### src/rtl/mac_pkg.sv
// Shared types and default widths for the multiply-accumulate back end.
package mac_pkg;

    typedef enum logic {
        ACCUM = 1'b0,
        HOLD  = 1'b1
    } mac_state_t;

    localparam int DEF_N     = 5;
    localparam int DEF_TERMS = 4;
    localparam int DEF_ACC_W = 12;

endpackage

### src/rtl/mac_sat_add.sv
// Signed W-bit adder for the accumulator.
// Build option MAC_SATURATE_EN: clamp each sum to the signed W-bit range; otherwise wrap modulo 2^W.
module mac_sat_add
    import mac_pkg::*;
#(
    parameter int W = DEF_ACC_W
) (
    input  logic signed [W-1:0] a,
    input  logic signed [W-1:0] b,
    output logic signed [W-1:0] sum
);

`ifdef MAC_SATURATE_EN
    localparam logic signed [W-1:0] SAT_MAX = {1'b0, {(W-1){1'b1}}};
    localparam logic signed [W-1:0] SAT_MIN = {1'b1, {(W-1){1'b0}}};

    logic [W:0] wide;

    // One guard bit: overflow shows up as the top two bits disagreeing.
    always_comb begin
        wide = {a[W-1], a} + {b[W-1], b};
        if (wide[W] != wide[W-1]) begin
            sum = wide[W] ? SAT_MIN : SAT_MAX;
        end else begin
            sum = wide[W-1:0];
        end
    end
`else
    assign sum = a + b;
`endif

endmodule

### src/rtl/mac_accumulator.sv
// Sums TERMS signed products per result over valid/ready handshakes on both sides.
// Build option MAC_SATURATE_EN selects clamped rather than wrapping accumulation.
module mac_accumulator
    import mac_pkg::*;
#(
    parameter int N     = DEF_N,
    parameter int TERMS = DEF_TERMS,
    parameter int ACC_W = DEF_ACC_W
) (
    input  logic                    clk,
    input  logic                    rst,
    input  logic                    in_valid,
    output logic                    in_ready,
    input  logic signed [2*N-1:0]   product,
    output logic                    out_valid,
    input  logic                    out_ready,
    output logic signed [ACC_W-1:0] acc_out
);

    localparam int                CNT_W = $clog2(TERMS);
    localparam logic [CNT_W-1:0]  LAST  = CNT_W'(TERMS - 1);

    mac_state_t              state_q, state_d;
    logic signed [ACC_W-1:0] acc_q, acc_d;
    logic [CNT_W-1:0]        count_q, count_d;

    logic signed [ACC_W-1:0] prod_ext;
    logic signed [ACC_W-1:0] sum;

    assign prod_ext = ACC_W'(product);

    mac_sat_add #(
        .W (ACC_W)
    ) u_add (
        .a   (acc_q),
        .b   (prod_ext),
        .sum (sum)
    );

    always_comb begin
        state_d = state_q;
        acc_d   = acc_q;
        count_d = count_q;
        case (state_q)
            ACCUM: begin
                if (in_valid) begin
                    acc_d = sum;
                    if (count_q == LAST) begin
                        count_d = '0;
                        state_d = HOLD;
                    end else begin
                        count_d = count_q + CNT_W'(1);
                    end
                end
            end
            HOLD: begin
                // Result stays frozen until the consumer takes it.
                if (out_ready) begin
                    acc_d   = '0;
                    state_d = ACCUM;
                end
            end
            default: state_d = ACCUM;
        endcase
    end

    always_ff @(posedge clk) begin
        if (rst) begin
            state_q <= ACCUM;
            acc_q   <= '0;
            count_q <= '0;
        end else begin
            state_q <= state_d;
            acc_q   <= acc_d;
            count_q <= count_d;
        end
    end

    assign in_ready  = (state_q == ACCUM);
    assign out_valid = (state_q == HOLD);
    assign acc_out   = acc_q;

endmodule

### config.mk
export PLATFORM = sky130hd
export DESIGN_NAME = mac_accumulator
export DESIGN_NICKNAME = d
export VERILOG_FILES = /design/src/rtl/mac_pkg.sv /design/src/rtl/mac_sat_add.sv /design/src/rtl/mac_accumulator.sv
export SDC_FILE = /design/constraint.sdc
export NUM_CORES = 1
export LEC_CHECK = 0
export ABC_AREA = 1
export ABC_CLOCK_PERIOD_IN_PS = 2300
export BUFFER_PORTS_ARGS = -buffer_cell sky130_fd_sc_hd__buf_4
export CORE_MARGIN = 8
export CORE_UTILIZATION = 45
export CTS_BUF_LIST = sky130_fd_sc_hd__clkbuf_16
export DETAILED_ROUTE_END_ITERATION = 7
export HOLD_SLACK_MARGIN = 0.12
export PLACE_DENSITY = 0.69
export SLEW_MARGIN = 20
export SYNTH_ARGS = -nofsm -noshare
export SYNTH_HDL_FRONTEND = slang
export SYNTH_SLANG_ARGS = --single-unit
export TNS_END_PERCENT = 50
### constraint.sdc
create_clock -name clk -period 2.3 [get_ports clk]
set_clock_uncertainty 0.05 [all_clocks]
set_input_delay 0.115 -clock clk [delete_from_list [all_inputs] [get_ports clk]]
set_output_delay 0.115 -clock clk [all_outputs]
set_load 0.01 [all_outputs]
==> flow_metrics.tcl, run 1 <==
set metrics [dict create \
    crit_slowest_cell "fa_1" \
    ant_nets 0 \
    dp_hpwl_um 2349 \
    first_pass_iters 4 \
    synth_edf_count 0 \
    syn_inst 189 \
    p_clk_frac 0.355 \
    avgSynthCellArea_um2 6.243 \
    internal_power_w 0.0006523 \
    cts_buffers 3 \
    numPortBuffers 27 \
    antenna_found_initial 0 \
    whs_path_depth 2 \
    wl_um 2991 \
    cts_resized 0 \
    nets 246 \
    place.gp.congestion 0.8325 \
    critPathBufInv 1 \
    cp-start-kind "flop" \
    clk_pin_slew_ns 0.05 \
    die_x_um 67.21 \
    path_class "reg -> reg" \
    grt_start_max_net_pins 16 \
    placeableCoreArea_um2 2477 \
    setup_viol 0 \
    yosysUniqueCellTypes 23 \
    start_util 0.4763 \
    status "finished, final reports clean" \
    htree_levels 1 \
    final_cell_mix "nand2_1, inv_1, buf_4, a21oi_1" \
    num_antenna_cells 0 \
    worstRegToRegCells 9 \
    crit_family "adder cells" \
    critPathCaptureType "flop" \
    critPathMaxFanout 4 \
    ys_ff_latch 15 \
    die-area_um2 4517 \
    syn_area_um2 1180 \
    worst_slew_pin_slew_ns 0.4279 \
    grt_pass1_wl_um 4988 \
    chipHeight_um 67.21 \
    critical_path_depth 9 \
    fin_crit_ns 1.727 \
    path_cells "ha_1 > fa_1 > a21oi_2 > inv_2 > nand2_1 > nand2_1 > nand2_1 > nand3_1 > a21oi_1" \
    final_common_cell "nand2_1" \
    routed_via_density 5.060 \
    min_path_type "in -> reg" \
    arrival_ns 1.86 \
    fin_hold_ws_ns 0.1217 \
    overflow 0 \
    clkSinkCount 15 \
    ys.flop_type "dfxtp_1" \
    power_frac_seq 0.319 \
    powerDensity_nw_per_um2 644.6 \
    setup_tns_ns 0 \
    path_common_cell "nand2_1" \
    max_stage_delay_ns 0.45 \
    root_buffer "clkbuf_16" \
    p_leak_nw 0.8155 \
    syn_nets 216 \
    ir_drop_mv 0.6205 \
    worst_ep_required_time_ns 2.43 \
    syn_to_final_growth_pct 26.51 \
    first_global_vias 1101 \
    drc 0 \
    clkLatencyLatePin_ns 0.25 \
    swShare 0.3220 \
    rsz0062_at_grt "no" \
    cts_tree "yes" \
    num_rows 18 \
    post_cts_buffers 0 \
    wl_per_cell_um 12.06 \
    async_flop_share 0 \
    hold_violations 0 \
    num_io_pins 28 \
    relSlewSlack 0.7144 \
    period_share 0.7508 \
    drtIter0Drc 48 \
    combinationalPowerShare 0.326 \
    clockBufferDepth 2 \
    drv_cap 0 \
    ys_warn_count 0 \
    fmax_mhz 579.1 \
    drive_gt1_frac 0.1651 \
    power.switching_w 0.0003099 \
    vias 1255 \
    slew_violations 0 \
    synth-seq-area-share 0.2545 \
    gr-usage-all-layers 0.1374 \
]
==> sequential cells by signal, indices dropped and copies added (netlist names) <==
name / count
acc_out: 12
count_q: 2
out_valid: 1
==> what timing repair did <==
item | in CTS | in global routing
endpoints found under the hold margin | 1 | 0
hold buffers | 1 | 0
endpoints found under the setup margin | 0 | 0
==> final timing paths <==
kind / from / endpoint / slack, ns
worst max-delay path: acc_out[0] / acc_out[6] / 0.57
worst max register to register: acc_out[0] / acc_out[6] / 0.57
worst min-delay path: rst / acc_out[5] / 0.12
worst min register to register: count_q[1] / count_q[1] / 0.43
==> synthesized netlist by cell type (2+ instances only) <==
master / n / area, µm²
dfxtp_1: 15 / 300.3
o21ai_0: 3 / 15.01
ha_1: 12 / 150.1
a21oi_1: 20 / 100.1
nand4_1: 4 / 25.02
nand2_1: 67 / 251.5
nand3b_1: 2 / 15.01
inv_1: 27 / 101.4
a21oi_2: 2 / 17.52
nand3_1: 15 / 75.07
nor2_1: 10 / 37.54
==> routing by layer <==
layer  GRT usage  vias up  routed length, µm
li1            -      668                  -
met4     0.02872        0                 10
met2      0.2330       18               1489
met5           0        -                  0
met3     0.03477        2                112
met1      0.1716      567               1379
==> cell type report <==
type,count,area (µm²)
clock buffer,3,75.07
clock inverter,1,3.754
fill,262,984.7
inverter,28,105.1
multi-input combinational,143,758.2
sequential,15,300.3
tap,30,37.54
timing repair buffer,28,212.7
==> cell families after synthesis <==
family | after synthesis | share of synthesized area
flops | 15 | 0.2545
compound gates | 28 | 0.1294
simple gates | 101 | 0.3616
xor+xnor | 1 | 0.007424
buf+inv | 31 | 0.1029
fa+ha+maj | 13 | 0.1442
==> power by group through the flow <==
| stage | sequential [W] | combinational (W) | clock, W |
|---|---|---|---|
| after detailed placement | 0.000313 | 0.000312 | 0 |
| after global routing | 0.000311 | 0.000355 | 0.000360 |
| after floorplan | 0.000320 | 0.000204 | 0 |
| final | 0.000307 | 0.000313 | 0.000342 |
| after global placement | 0.000310 | 0.000306 | 0 |
| after CTS | 0.000308 | 0.000316 | 0.000345 |
==> through the flow <==
stage                     total power, W  setup slack [ns]  instance area, µm²  std cells  utilization
final                          0.0009622            0.5732                1493        248       0.6025
after detailed placement       0.0006249            0.5780                1404        243       0.5667
after global routing            0.001026            0.4257                1493        248       0.6025
after global placement         0.0006157            0.6350                1404        243       0.5667
after floorplan                0.0005241            0.6773                1180        189            -
after CTS                      0.0009679            0.5592                1493        248       0.6025
No activity file was read; power rests on OpenSTA's default activity.
==> run 2: changes to the inputs <==
--- a/config.mk
+++ b/config.mk
@@ -6,14 +6,14 @@
 export NUM_CORES = 1
 export LEC_CHECK = 0
 export ABC_AREA = 1
-export ABC_CLOCK_PERIOD_IN_PS = 2300
+export ABC_CLOCK_PERIOD_IN_PS = 1480
 export BUFFER_PORTS_ARGS = -buffer_cell sky130_fd_sc_hd__buf_4
 export CORE_MARGIN = 8
 export CORE_UTILIZATION = 45
 export CTS_BUF_LIST = sky130_fd_sc_hd__clkbuf_16
 export DETAILED_ROUTE_END_ITERATION = 7
 export HOLD_SLACK_MARGIN = 0.12
-export PLACE_DENSITY = 0.69
+export PLACE_DENSITY = 0.71
 export SLEW_MARGIN = 20
 export SYNTH_ARGS = -nofsm -noshare
 export SYNTH_HDL_FRONTEND = slang
==> constraint.sdc (replaced) <==
create_clock -name clk -period 1.48 [get_ports clk]
set_clock_uncertainty 0.05 [all_clocks]
set_input_delay 0.074 -clock clk [delete_from_list [all_inputs] [get_ports clk]]
set_output_delay 0.074 -clock clk [all_outputs]
set_load 0.01 [all_outputs]
==> run 2 against run 1 <==
Maximum frequency rose by 9.3%; sequential power rose by 57%; design area rose by 22%; the flow now finishes with violations (setup timing); largest power group is now combinational logic.
==> flow_metrics.tcl, run 2 (synthesized netlist as in run 1, its figures left out) <==
set metrics [dict create \
    chipHeight_um 67.21 \
    place.gp.congestion 0.8768 \
    die-area_um2 4517 \
    violations "setup timing" \
    vias 1425 \
    crit_family "adder cells" \
    worstHoldStart "in_valid" \
    fin_cells 269 \
    num_rows 18 \
    crit_start "acc_out[0]" \
    overflow 0 \
    largest_register_ffs 12 \
    grtUsageMet2 0.2867 \
    grt_util_met1 0.1720 \
    path_cells "ha_4 > fa_2 > a21oi_2 > inv_2 > nand2_2 > nand2_1 > nand2_1 > nand3_1 > a21oi_1" \
    max_stage_delay_ns 0.37 \
    setup_viol 6 \
    htree_levels 1 \
    r2r-start "acc_out[0]" \
    status "finished with violations" \
    die_x_um 67.21 \
    syn_to_final_growth_pct 53.76 \
    hold_violations 0 \
    powerDensity_nw_per_um2 942.0 \
    drv_cap 0 \
    antenna_found_initial 0 \
    gr-usage-all-layers 0.1568 \
    dp_hpwl_um 2470 \
    critPathCaptureType "flop" \
    arrival_ns 1.71 \
    p_leak_nw 0.9186 \
    num_io_pins 28 \
    wl_um 3729 \
    first_pass_iters 4 \
    slew_violations 0 \
    drtIter0Drc 116 \
    worstRegToRegCells 9 \
    place_ws_ns -0.05963 \
    critical_path_depth 9 \
    drc 0 \
    nets 267 \
    clkLatencyLatePin_ns 0.25 \
    critPathBufInv 1 \
    cp-start-kind "flop" \
    clkSinkCount 15 \
    min_path_type "in -> reg" \
    whs_path_depth 4 \
    period_share 1.068 \
    fin_crit_ns 1.581 \
    cts_tree "yes" \
    final_common_cell "nand2_1" \
    worst_slew_pin_slew_ns 0.2298 \
    place_inst 262 \
    drive_gt1_frac 0.3389 \
    numPortBuffers 27 \
    placeableCoreArea_um2 2477 \
    crit_slowest_cell "fa_2" \
    start_util 0.4763 \
    grt_pass1_wl_um 5637 \
    grt_util_met3 0.03146 \
    wl_per_cell_um 13.86 \
    grt_start_max_net_pins 16 \
    root_buffer "clkbuf_16" \
    num_antenna_cells 0 \
    rsz0062_at_grt "yes" \
    first_global_vias 1369 \
    worst_ep_required_time_ns 1.61 \
    busiest_layer "met2" \
    clockBufferDepth 2 \
    ant_nets 0 \
    path_common_cell "nand2_1" \
    relSlewSlack 0.8467 \
    path_class "reg -> reg" \
    routed_via_density 5.297 \
    clk_pin_slew_ns 0.05 \
    fin_ws_ns -0.1005 \
    critPathMaxFanout 4 \
    final_cell_mix "nand2_1, buf_4, inv_1, a21oi_1, nand3_1" \
    fmax_mhz 632.7 \
    cts_buffers 3 \
    nFillCells 199 \
    ir_drop_mv 0.8613 \
]
==> run 2: changes by cell type in the layout (fill, tap and decap cells not counted), sizes merged <==
cell	change
clkinv	+1
dlygate4sd3	+1
buf	+20
inv	-1
==> run 2: through the flow <==
stage          total power, W  utilization  hold slack [ns]  area, µm²  TNS [ns]
6_report             0.001709       0.7323           0.1808       1814   -0.3277
5_1_grt              0.001808       0.7323           0.2266       1814   -0.7305
4_1_cts              0.001640       0.6919           0.1870       1714   -0.2278
3_5_place_dp         0.001053       0.6308           0.3106       1563   -0.1666
3_3_place_gp         0.001036       0.6308           0.3038       1563  -0.05185
2_1_floorplan       0.0008182            -          0.09307       1196  -0.01726
==> run 2: final timing paths <==
kind / end / slack, ns
worst max-delay path: acc_out[6] / -0.10
worst min-delay path: count_q[1] / 0.18
worst max register to register: acc_out[6] / -0.10
worst min register to register: count_q[1] / 0.43
==> run 2: layer usage <==
layer | part of all wire | vias to the layer above
met5 | 0 | -
met4 | 0.015 | 0
met3 | 0.060 | 7
met2 | 0.51 | 45
met1 | 0.41 | 663
li1 | - | 710
==> run 2: where the power goes <==
group          switching (W)  total (W)  internal [W]
logic               0.000348   0.000682      0.000333
clock network       0.000183   0.000544      0.000362
registers          0.0000371   0.000483      0.000446
==> run 2: cell type report <==
class | count | area (µm²) | share of cell area
clock inverters | 1 | 5.005 | 0.002759
repair buffers | 49 | 372.9 | 0.2055
multi-input cells | 143 | 914.6 | 0.5041
flip-flops and latches | 15 | 304.0 | 0.1676
well taps | 30 | 37.54 | 0.02069
inverters | 28 | 105.1 | 0.05793
clock buffers | 3 | 75.07 | 0.04138
==> run 2: timing repair <==
item | 4_1_cts | 5_1_grt
hold buffers | 2 | 0
endpoints found under the hold margin | 15 | 0
buffers inserted | 1 | 0
endpoints found under the setup margin | 8 | 10
resized for setup | 10 | 15
pin swaps | 4 | 3
==> run 2: worst min-delay path, stage by stage <==
cell and delay, ns:
buf_4 0.08, nand2_1 0.13, nand2_1 0.09, a21oi_1 0.05
==> run 3: changes to the inputs <==
--- a/config.mk
+++ b/config.mk
@@ -8,12 +8,13 @@
 export ABC_AREA = 1
 export ABC_CLOCK_PERIOD_IN_PS = 1480
 export BUFFER_PORTS_ARGS = -buffer_cell sky130_fd_sc_hd__buf_4
+export CORE_ASPECT_RATIO = 1.5
 export CORE_MARGIN = 8
 export CORE_UTILIZATION = 45
-export CTS_BUF_LIST = sky130_fd_sc_hd__clkbuf_16
 export DETAILED_ROUTE_END_ITERATION = 7
 export HOLD_SLACK_MARGIN = 0.12
 export PLACE_DENSITY = 0.71
+export REMOVE_ABC_BUFFERS = 1
 export SLEW_MARGIN = 20
 export SYNTH_ARGS = -nofsm -noshare
 export SYNTH_HDL_FRONTEND = slang
==> run 3 against run 2 <==
The flow still finishes with violations (setup timing); critical path depth is the same; register-to-register slack better by 0.04 ns; design area down 1.4%; worst hold slack lost 0.045 ns; non-clock buffer count decreased by 2; die area is 0.75% higher; combinational power is essentially flat; setup slack gained 0.038 ns; largest cell class unchanged; highest routed layer unchanged.
==> flow_metrics.tcl, run 3 (synthesized netlist as in run 1, its figures left out) <==
set metrics [dict create \
    status "finished with violations" \
    violations "setup timing" \
    first_pass_iters 4 \
    setup_viol 4 \
    arrival_ns 1.74 \
    max_stage_delay_ns 0.37 \
    clk_pin_slew_ns 0.10 \
    hold_violations 0 \
    r2r_setup_slack_ns -0.06 \
    dp_hpwl_um 2562 \
    grt_pass1_wl_um 5575 \
    final_common_cell "nand2_1" \
    fin_ws_ns -0.06206 \
    place_inst 253 \
    cts_buffers 3 \
    clkLatencyLatePin_ns 0.31 \
    cp-start-kind "flop" \
    path_common_cell "nand2_1" \
    critPathCaptureType "flop" \
    critPathMaxFanout 4 \
    p_total_w 0.001426 \
    period_share 1.042 \
    die_x_um 57.81 \
    path_cells "ha_4 > fa_2 > a21oi_2 > inv_2 > nand2_1 > nand2_1 > nand2_1 > nand3_1 > a21oi_2" \
    worstHoldStart "product[0]" \
    ant_nets 0 \
    p_leak_nw 0.8889 \
    overflow 0 \
    clockBufferDepth 2 \
    slew_violations 0 \
    syn_to_final_growth_pct 51.54 \
    whs_endpoint "acc_out[0]" \
    place.gp.congestion 0.8974 \
    placeableCoreArea_um2 2477 \
    drive_gt1_frac 0.3586 \
    grt_start_max_net_pins 16 \
    path_class "reg -> reg" \
    die-area_um2 4550 \
    num_antenna_cells 0 \
    wl_um 3459 \
    worst_slew_pin_slew_ns 0.2384 \
    chipHeight_um 78.71 \
    powerDensity_nw_per_um2 797.7 \
    final_cell_mix "nand2_1, buf_4, inv_1, a21oi_1, nand3_1" \
    num_rows 22 \
    clkSinkCount 15 \
    vias 1389 \
    numPortBuffers 27 \
    drv_cap 0 \
    first_global_vias 1371 \
    root_buffer "clkbuf_4" \
    nFillCells 204 \
    whs_path_depth 4 \
    min_path_type "in -> reg" \
    rsz0062_at_grt "yes" \
    worstRegToRegCells 9 \
    r2r-start "acc_out[0]" \
    cts_tree "yes" \
    crit_family "adder cells" \
    start_util 0.4763 \
    fmax_mhz 648.5 \
    critPathBufInv 1 \
    wl_per_cell_um 13.25 \
    relSlewSlack 0.8407 \
    fin_crit_ns 1.542 \
    drtIter0Drc 31 \
    largest_register_ffs 12 \
    nets 265 \
    gr-usage-all-layers 0.1484 \
    antenna_found_initial 0 \
    rr_endpoint "acc_out[6]" \
    drc 0 \
    fin_cells 261 \
    crit_slowest_cell "fa_2" \
    num_io_pins 28 \
    htree_levels 1 \
    ir_drop_mv 0.6451 \
    worst_ep_required_time_ns 1.68 \
    routed_via_density 5.322 \
]
-- run 3: layer usage --
| metal | up-vias | global-route usage | wire [µm] |
|---|---|---|---|
| met1 | 648 | 0.1494 | 1366 |
| li1 | 712 | - | - |
| met3 | 7 | 0.02581 | 96 |
| met4 | 0 | 0.05911 | 68 |
| met5 | - | 0 | 0 |
| met2 | 22 | 0.2870 | 1927 |
-- run 3: worst min-delay path, delay by kind of cell --
family                   cells  cell delay, ns
adder cells (fa/ha/maj)      1            0.12
AND/OR/NAND/NOR              1            0.04
buffers and inverters        1            0.09
AO/OA/AOI/OAI                1            0.12
-- run 3: layout make-up --
class / instances / area [µm²] / share of cell area
Clock buffer: 4 / 26.28 / 0.01470
Inverter: 28 / 111.4 / 0.06228
Multi-Input combinational cell: 143 / 948.4 / 0.5304
Sequential cell: 15 / 311.5 / 0.1742
Tap cell: 24 / 30.03 / 0.01680
Timing Repair Buffer: 47 / 360.3 / 0.2015
-- run 3: how the worst max path moves through the flow --
stage	cells after the start	start	slack (ns)	endpoint
after global routing	9	acc_out[0]	-0.18	acc_out[6]
after global placement	9	acc_out[0]	-0.14	acc_out[6]
after CTS	9	acc_out[0]	-0.12	acc_out[8]
after floorplan	9	acc_out[0]	-0.14	acc_out[6]
after detailed placement	9	acc_out[0]	-0.18	acc_out[8]
final	9	acc_out[0]	-0.06	acc_out[6]
-- run 3: per-stage QoR --
step                TNS (ns)  cell area, µm²  utilization  hold WS (ns)  setup WS [ns]
floorplan            -0.4099            1164            -       0.09307        -0.1438
global placement     -0.4067            1516       0.6121        0.2998        -0.1380
global route         -0.7471            1788       0.7217        0.1691        -0.1759
detailed placement   -0.6554            1516       0.6121        0.3234        -0.1808
finish               -0.1454            1788       0.7217        0.1361       -0.06206
CTS                  -0.3918            1634       0.6596        0.1316        -0.1207
-- run 3: power breakdown --
| part | internal, W | switching [W] |
|---|---|---|
| combinational | 0.000336 | 0.000345 |
| clock | 0.000105 | 0.000155 |
| sequential | 0.000447 | 0.0000372 |
-- run 3: what timing repair did --
item,4_1_cts,5_1_grt
pin swaps,5,7
hold endpoints to repair,15,0
gates resized for setup,10,30
buffers inserted,0,1
endpoints found under the setup margin,9,12
hold buffers,3,0
